===== config.mk =====
export PLATFORM = sky130hd
export DESIGN_NAME = ava_indexed_mode
export DESIGN_NICKNAME = d
export VERILOG_FILES = /design/src/rtl/ava_pkg.sv /design/src/rtl/ava_pixel_unpack.sv /design/src/rtl/ava_indexed_mode.sv
export SDC_FILE = /design/constraint.sdc
export NUM_CORES = 1
export LEC_CHECK = 0
export BUFFER_PORTS_ARGS = -buffer_cell sky130_fd_sc_hd__buf_2
export CORE_MARGIN = 3
export CORE_UTILIZATION = 47
export DETAILED_ROUTE_END_ITERATION = 10
export PLACE_DENSITY = 0.76
export SLEW_MARGIN = 15
export SYNTH_ARGS = -nofsm -noshare
export SYNTH_HDL_FRONTEND = slang
export SYNTH_HIERARCHICAL = 1
export SYNTH_SLANG_ARGS = --single-unit

===== constraint.sdc =====
create_clock -name clk -period 3.9 [get_ports clk]
set_clock_uncertainty 0.2 [all_clocks]
set_input_delay 0.585 -clock clk [delete_from_list [all_inputs] [get_ports clk]]
set_output_delay 0.585 -clock clk [all_outputs]
set_load 0.02 [all_outputs]

===== src/rtl/ava_pkg.sv =====
// Shared types and helpers for the indexed-colour renderer: bpp modes, s1 stage record,
// and the mode-dependent word shift / sub-index mask. No logic, no latency, no backpressure.
package ava_pkg;

    localparam int VRAM_ADDR_WIDTH = 12;
    localparam int PRAM_ADDR_WIDTH = 8;
    localparam int WORD_W          = 32;
    localparam int SUB_W           = 5;
    localparam int IDX_W           = 8;

    typedef enum logic [1:0] {
        BPP1 = 2'd0,
        BPP2 = 2'd1,
        BPP4 = 2'd2,
        BPP8 = 2'd3
    } ava_bpp_e;

    // Palette base lives beside this record in the top because its width is a module parameter.
    typedef struct packed {
        logic             valid;
        logic             blank;
        ava_bpp_e         mode;
        logic [SUB_W-1:0] sub;
    } ava_s1_t;

    // log2(pixels per 32-bit word)
    function automatic logic [2:0] word_shift(input ava_bpp_e m);
        return 3'd5 - {1'b0, m};
    endfunction

    function automatic logic [SUB_W-1:0] sub_mask(input ava_bpp_e m);
        return 5'h1F >> m;
    endfunction

endpackage


===== src/rtl/ava_pixel_unpack.sv =====
// Extracts one packed pixel index from a 32-bit VRAM word; purely combinational, zero latency.
// No flow control: output follows inputs.
module ava_pixel_unpack
    import ava_pkg::*;
(
    input  logic [WORD_W-1:0] word,
    input  logic [SUB_W-1:0]  sub,
    input  logic [1:0]        mode,
    output logic [IDX_W-1:0]  idx
);

    logic [SUB_W-1:0] bit_off;
    logic [IDX_W-1:0] shifted;
    logic [IDX_W-1:0] mask;

    // sub is always below 32>>mode, so sub*bpp fits in five bits
    always_comb begin
        bit_off = sub << mode;
        shifted = IDX_W'(word >> bit_off);
        mask    = 8'hFF >> (4'd8 - (4'd1 << mode));
        idx     = shifted & mask;
    end

endmodule


===== src/rtl/ava_indexed_mode.sv =====
// Linear coordinate -> VRAM word -> palette index -> 24-bit colour, 3 en-cycles latency, 1 pixel/cycle.
// en=0 freezes every stage and both RAM read ports, so stalls lose and duplicate nothing.
module ava_indexed_mode
    import ava_pkg::*;
#(
    parameter int               VRAM_AW     = VRAM_ADDR_WIDTH,
    parameter int               PRAM_AW     = PRAM_ADDR_WIDTH,
    parameter int               COLOR_W     = 24,
    parameter logic [COLOR_W-1:0] BLANK_COLOR = '0
) (
    input  logic               clk,
    input  logic               reset,
    input  logic               en,
    input  logic               in_valid,
    input  logic [VRAM_AW-1:0] linear_coords,
    input  logic               in_blank,
    input  logic [1:0]         mode,
    input  logic [PRAM_AW-1:0] palette_base,
    output logic [VRAM_AW-1:0] vram_a,
    output logic               vram_re,
    input  logic [WORD_W-1:0]  vram_d,
    output logic [PRAM_AW-1:0] palette_a,
    output logic               palette_re,
    input  logic [WORD_W-1:0]  palette_d,
    output logic               out_valid,
    output logic [COLOR_W-1:0] pixel_out
);

    ava_bpp_e         mode_e;
    logic [SUB_W-1:0] sub_in;
    ava_s1_t          s1;
    logic [PRAM_AW-1:0] s1_base;
    logic             s2_valid;
    logic             s2_blank;
    logic [IDX_W-1:0] idx;
    logic             unused_pal_hi;

    assign mode_e = ava_bpp_e'(mode);

    // Both RAM ports advance exactly when the pipeline does; held RAM outputs make stalls lossless.
    assign vram_re    = en;
    assign palette_re = en;

    assign vram_a = linear_coords >> word_shift(mode_e);
    assign sub_in = linear_coords[SUB_W-1:0] & sub_mask(mode_e);

    ava_pixel_unpack u_unpack (
        .word (vram_d),
        .sub  (s1.sub),
        .mode (s1.mode),
        .idx  (idx)
    );

    assign palette_a     = s1_base + PRAM_AW'(idx);
    assign unused_pal_hi = ^palette_d[WORD_W-1:24];

    always_ff @(posedge clk) begin
        if (reset) begin
            s1        <= '0;
            s1_base   <= '0;
            s2_valid  <= 1'b0;
            s2_blank  <= 1'b0;
            out_valid <= 1'b0;
            pixel_out <= '0;
        end else if (en) begin
            s1.valid  <= in_valid;
            s1.blank  <= in_blank;
            s1.mode   <= mode_e;
            s1.sub    <= sub_in;
            s1_base   <= palette_base;
            s2_valid  <= s1.valid;
            s2_blank  <= s1.blank;
            out_valid <= s2_valid;
            // bubbles leave the last colour on the bus
            if (s2_valid) begin
                pixel_out <= s2_blank ? BLANK_COLOR : COLOR_W'(palette_d[23:0]);
            end
        end
    end

endmodule


==> flow_metrics.tcl, run 1 <==
set metrics [dict create \
    crit_fanout 8 \
    timing.rr.start "s2_blank$_SDFFE_PP0P_" \
    antenna_cells 0 \
    power_density_nw_per_um2 239 \
    fmax_ghz 0.228 \
    cp_data_required_time_ns 3.12 \
    clockRootBuffer "clkbuf_8" \
    grt_setup_unrepaired "yes" \
    cp-end-kind "primary output" \
    routabilityCongestion 1.02 \
    path_clk_slew_ns 0.08 \
    detail_route.first_pass.iterations 6 \
    grt.overflow.total 0 \
    timing.final.crit_share_pct 112 \
    fin_ws_ns -0.483 \
    ctsHoldBuffers 0 \
    peakVddDrop_mv 0.259 \
    seq_power_share_pct 31.4 \
    setup_viol 7 \
    yosysWarnings 6 \
    holdCritPathClass "reg2reg" \
    p_int_uw 972 \
    final_cell_mix "buf_4, buf_2, nor2_1" \
    synth_area_per_cell_um2 7.98 \
    clock-sinks 44 \
    fin_crit_ns 4.38 \
    grt_pass1_vias 5054 \
    tightest_slew_ns 0.888 \
    netlist-cell-type-count 76 \
    synth_edf_count 0 \
    grt_usage_pct 30.5 \
    p_leak_uw 0.00285 \
    cap_viol_max_count 0 \
    wl_per_cell_um 19.0 \
    antenna_left 0 \
    p_clk_share_pct 19.5 \
    die_w_um 99.2 \
    min_delay_worst_endpoint "out_valid$_SDFFE_PP0P_" \
    cts_made_buffers 5 \
    area_delta_synth_final_pct 55.8 \
    clock_path_buffers 2 \
    finalWirelength_mm 16.2 \
    arrival_ns 3.60 \
    place_area_um2 5580 \
    power_uw 1520 \
    htreeDepth 2 \
    relSlewSlack_pct 40.7 \
    clkLatencyLatePin_ns 0.29 \
    synth_cells 512 \
    drc 0 \
    drive_gt1_share_pct 49.7 \
    failed_checks "setup timing" \
    min_from "out_valid$_SDFFE_PP0P_" \
    dp_hpwl_mm 11.6 \
    vias 5188 \
    hold_viol 0 \
    reg2reg_to "pixel_out[18]$_SDFFE_PP0P_" \
    final_nets 844 \
    p_sw_share_pct 36.3 \
    r2r_cells 3 \
    synth_area_um2 4090 \
    drv_slew 0 \
    initial_core_util_pct 49.0 \
    hold_depth 2 \
    synthArstFlopShare_pct 0 \
    core_area_um2 8340 \
    switchingPower_uw 553 \
    p_comb_share_pct 49.1 \
    reg2reg_slack_ns 2.31 \
    ys_ff_latch 44 \
    ys_seq_area_share_pct 21.6 \
    tritoncts "done" \
    grt_max_degree 50 \
    antenna_found_initial 0 \
    outcome "finished with violations" \
    die_h_um 99.2 \
    port_buffers 127 \
    grt_pass1_wl_mm 24.7 \
    top_level_ports 138 \
    synthFlopType "dfxtp_1" \
    fp.dieArea_um2 9850 \
    routed_via_density 6.10 \
    final_common_cell "buf_4" \
    drt-initial-drc-count 520 \
    critical_path_class "reg2out" \
    finalInstanceArea_um2 6370 \
    start_kind "flop" \
    rows 33 \
]
[synthesized netlist by cell type, types with 6 or more instances]
cell,n,area share [%]
nor2_1,64,5.9
mux2i_1,56,14
a21oi_1,47,5.8
dfxtp_1,44,22
nor3b_1,30,5.5
buf_2,24,2.9
nand2_1,22,2.0
a211oi_1,16,2.9
o21ai_0,16,2.0
clkbuf_1,13,1.2
o22ai_1,12,1.8
inv_1,11,1.0
mux2_2,11,3.0
nor2b_1,11,1.7
buf_4,9,1.7
nand3_1,8,0.98
ha_1,7,2.1
nand2b_1,6,0.92
nor3_1,6,0.73
[worst max-delay path, stage by stage, from the launching register on]
cell       delay, ns
dfxtp_4         0.41
buf_4           0.15
buf_4           0.14
mux2_2          0.36
nand3_1         0.10
a31oi_2         0.12
or2_2           0.30
a221oi_2        0.29
buf_4           0.18
a2111oi_4       0.04
ha_1            0.35
o21a_1          0.13
o31a_1          0.11
or4_4           0.42
nand3_2         0.09
buf_6           0.11
[power by group through the flow]
stage / combinational [µW] / clock (µW) / sequential [µW]
2_1_floorplan: 331 / 0 / 484
3_3_place_gp: 590 / 0 / 489
3_5_place_dp: 603 / 0 / 489
4_1_cts: 655 / 308 / 477
5_1_grt: 790 / 327 / 481
6_report: 748 / 298 / 479
[sequential cells by signal, indices dropped and copies added, names as in the netlist]
name,count
out_valid,1
pixel_out,24
s1,9
s1_base,8
s2_blank,1
s2_valid,1
[cell type report]
class | instances | area, µm²
multi-input combinational | 411 | 3330
fill | 610 | 1970
timing repair buffer | 272 | 1870
sequential | 44 | 896
tap | 105 | 131
clock buffer | 6 | 82.6
inverter | 11 | 45.0
clock inverter | 2 | 13.8
[cell families (layout without fill, tap and decap cells)]
logic type / count (synthesis) / count (layout) / share of synthesized area (%)
AND/OR/NAND/NOR: 168 / 168 / 22.2
AO/OA/AOI/OAI: 160 / 160 / 27.7
multiplexers: 69 / 69 / 17.9
buffers and inverters: 58 / 291 / 7.07
flip-flops: 44 / 44 / 21.6
adder cells (fa/ha/maj): 8 / 8 / 2.63
XOR/XNOR: 4 / 4 / 0.857
other: 1 / 2 / 0.0918
[stage by stage]
stage	hold WS, ns	TNS (ns)	setup WS, ns	util, %	instances
3_5_place_dp	0.267	-1.60	-0.417	66.9	821
4_1_cts	0.279	-2.13	-0.492	71.8	844
6_report	0.276	-1.96	-0.483	76.3	851
3_3_place_gp	0.256	-1.75	-0.455	66.9	821
2_1_floorplan	0.260	0	0.0336	-	513
5_1_grt	0.311	-2.82	-0.576	76.3	851
[worst max-delay path by stage]
stage                  startpoint            to  depth (start not counted)
2_1_floorplan  s1[5]$_SDFFE_PP0P_  palette_a[6]                         14
3_3_place_gp   s1[5]$_SDFFE_PP0P_  palette_a[6]                         14
3_5_place_dp   s1[0]$_SDFFE_PP0P_  palette_a[7]                         14
4_1_cts        s1[6]$_SDFFE_PP0P_  palette_a[6]                         13
5_1_grt        s1[5]$_SDFFE_PP0P_  palette_a[6]                         15
6_report       s1[5]$_SDFFE_PP0P_  palette_a[6]                         15
[layer usage]
layer	vias up	GRT usage (%)	wire [µm]
met3	66	6.87	1530
met5	-	0	0
met4	0	11.3	619
li1	2381	-	-
met1	2447	37.7	6240
met2	294	51.7	7800
[what timing repair did]
item                       in CTS  in global routing
setup endpoints to repair       7                  7
pin swaps                       8                 19
resized for setup              50                 59
setup buffers                  15                  8
(Power assumes the default switching activity.)
==> run 2: changes to the inputs <==
CORE_ASPECT_RATIO = 1.4   (was default)
SLEW_MARGIN = 20   (was 15)
==> run 2 against run 1 <==
Net effect:
- the flow still finishes with violations (setup timing)
- cell count up 1.2%
- register-to-register slack about the same
- critical endpoint unchanged
- count of clock-buffer cells in the layout down 1
- flip-flop and latch count unchanged
- sequential power about the same
- via count up 0.71%
- combinational power up 2%
- total power up 8.5%
- largest cell class unchanged
- hold slack better by 0.014 ns
- sequential share of layout area down 0.44 points
==> flow_metrics.tcl, run 2 (synthesis results as in run 1) <==
set metrics [dict create \
    drive_gt1_share_pct 50.2 \
    antenna_left 0 \
    largest_reg_flops 24 \
    finalNonFillerCells 861 \
    grt_usage_pct 33.4 \
    grt_max_degree 50 \
    final_cell_mix "buf_4, buf_2, nor2_1" \
    wl_per_cell_um 19.6 \
    initial_core_util_pct 49.3 \
    reg2reg_slack_ns 2.31 \
    area_delta_synth_final_pct 59.1 \
    detail_route.first_pass.iterations 5 \
    htreeDepth 2 \
    tightest_slew_ns 0.878 \
    multiInputGateArea_um2 3330 \
    fin_crit_ns 4.43 \
    cp-end-kind "primary output" \
    holdCritPathClass "reg2reg" \
    drv_slew 0 \
    peakVddDrop_mv 0.371 \
    timing.final.crit_share_pct 114 \
    fin_ws_ns -0.534 \
    clkLatencyLatePin_ns 0.28 \
    timing.rr.start "s2_blank$_SDFFE_PP0P_" \
    final_nets 857 \
    relSlewSlack_pct 41.4 \
    fill_cells 565 \
    cap_viol_max_count 0 \
    port_buffers 127 \
    vias 5225 \
    ctsHoldBuffers 0 \
    drt-initial-drc-count 349 \
    largest-register "pixel_out" \
    dp.cells 831 \
    drc 0 \
    grt_pass1_wl_mm 26.5 \
    critical_path_class "reg2out" \
    clock-sinks 44 \
    path_clk_slew_ns 0.06 \
    p_leak_uw 0.00293 \
    fmax_ghz 0.226 \
    post-route-util_pct 78.4 \
    antenna_cells 0 \
    cp-startpoint "s1[6]$_SDFFE_PP0P_" \
    min_delay_worst_endpoint "pixel_out[13]$_SDFFE_PP0P_" \
    clock_path_buffers 2 \
    min_from "pixel_out[13]$_SDFFE_PP0P_" \
    r2r_cells 3 \
    cp_data_required_time_ns 3.12 \
    fp.dieArea_um2 9860 \
    reg2reg_to "pixel_out[19]$_SDFFE_PP0P_" \
    hold_viol 0 \
    grt_setup_unrepaired "yes" \
    core_area_um2 8300 \
    top_level_ports 138 \
    final_common_cell "buf_4" \
    hold_depth 2 \
    die_w_um 84.8 \
    regArea_um2 886 \
    grt_pass1_vias 5351 \
    rows 39 \
    antenna_found_initial 0 \
    finalWirelength_mm 16.9 \
    start_kind "flop" \
    power_density_nw_per_um2 254 \
    routabilityCongestion 0.995 \
    dp_hpwl_mm 12.4 \
    arrival_ns 3.65 \
    crit_fanout 12 \
    tritoncts "done" \
    clockRootBuffer "clkbuf_16" \
    cts_made_buffers 5 \
    grt.overflow.total 0 \
    top_regs "pixel_out: 24 flops, s1: 9 flops, s1_base: 8 flops" \
    outcome "finished with violations" \
    setup_viol 7 \
    routed_via_density 6.07 \
    die_h_um 116 \
    failed_checks "setup timing" \
]
[run 2: changes by cell type in the layout (fill, tap and decap cells not counted), sizes merged]
cell,delta
clkinvlp,+1
clkbuf,-1
buf,+13
[run 2: worst max path at each step]
| stage | end | depth (start not counted) |
|---|---|---|
| finish | palette_a[6] | 17 |
| CTS | palette_a[6] | 16 |
| global placement | palette_a[6] | 14 |
| global route | palette_a[6] | 14 |
| detailed placement | palette_a[6] | 18 |
| floorplan | palette_a[6] | 14 |
[run 2: metrics by stage]
stage | total power [µW] | setup WS, ns | instance area (µm²) | setup TNS [ns] | hold slack, ns
5_1_grt | 1730 | -0.628 | 6500 | -3.26 | 0.325
2_1_floorplan | 816 | 0.0336 | 4100 | 0 | 0.260
3_3_place_gp | 1110 | -0.543 | 5710 | -2.75 | 0.256
6_report | 1650 | -0.534 | 6500 | -2.74 | 0.290
4_1_cts | 1590 | -0.471 | 6210 | -2.10 | 0.295
3_5_place_dp | 1120 | -0.525 | 5710 | -2.65 | 0.261
[run 2: final cells by class]
cell class | count | share of cell area, %
Inverter | 11 | 0.635
Clock inverter | 3 | 0.366
Timing Repair Buffer | 285 | 30.3
Tap cell | 102 | 1.96
Clock buffer | 5 | 1.92
Sequential cell | 44 | 13.6
Multi-Input combinational cell | 411 | 51.2
[run 2: critical path, stage by stage, from the launching register on]
cell      delay [ns]
dfxtp_2         0.33
buf_12          0.14
buf_4           0.16
or4b_4          0.55
buf_4           0.17
nor2_1          0.10
a21oi_1         0.07
o211ai_1        0.17
o211a_1         0.20
a211oi_2        0.04
ha_2            0.21
inv_2           0.06
fa_2            0.23
nor2b_4         0.05
o31a_1          0.25
or4_1           0.42
nand3_2         0.11
buf_6           0.11
[run 2: what timing repair did]
item,CTS,global route
buffers inserted,16,10
pin swaps,16,20
endpoints found under the setup margin,8,7
resized for setup,64,40
[run 2: metal layers]
layer	global-route usage, %	wire length, µm
met1	36.9	6300
met5	0	0
met2	60.3	8580
met3	4.73	1030
met4	20.3	981
[run 2: power breakdown]
part           switching [µW]  leakage, µW  internal [µW]
combinational             393      0.00251            372
clock                     173    0.0000660            238
sequential               14.0     0.000359            464
total                     581      0.00293           1070
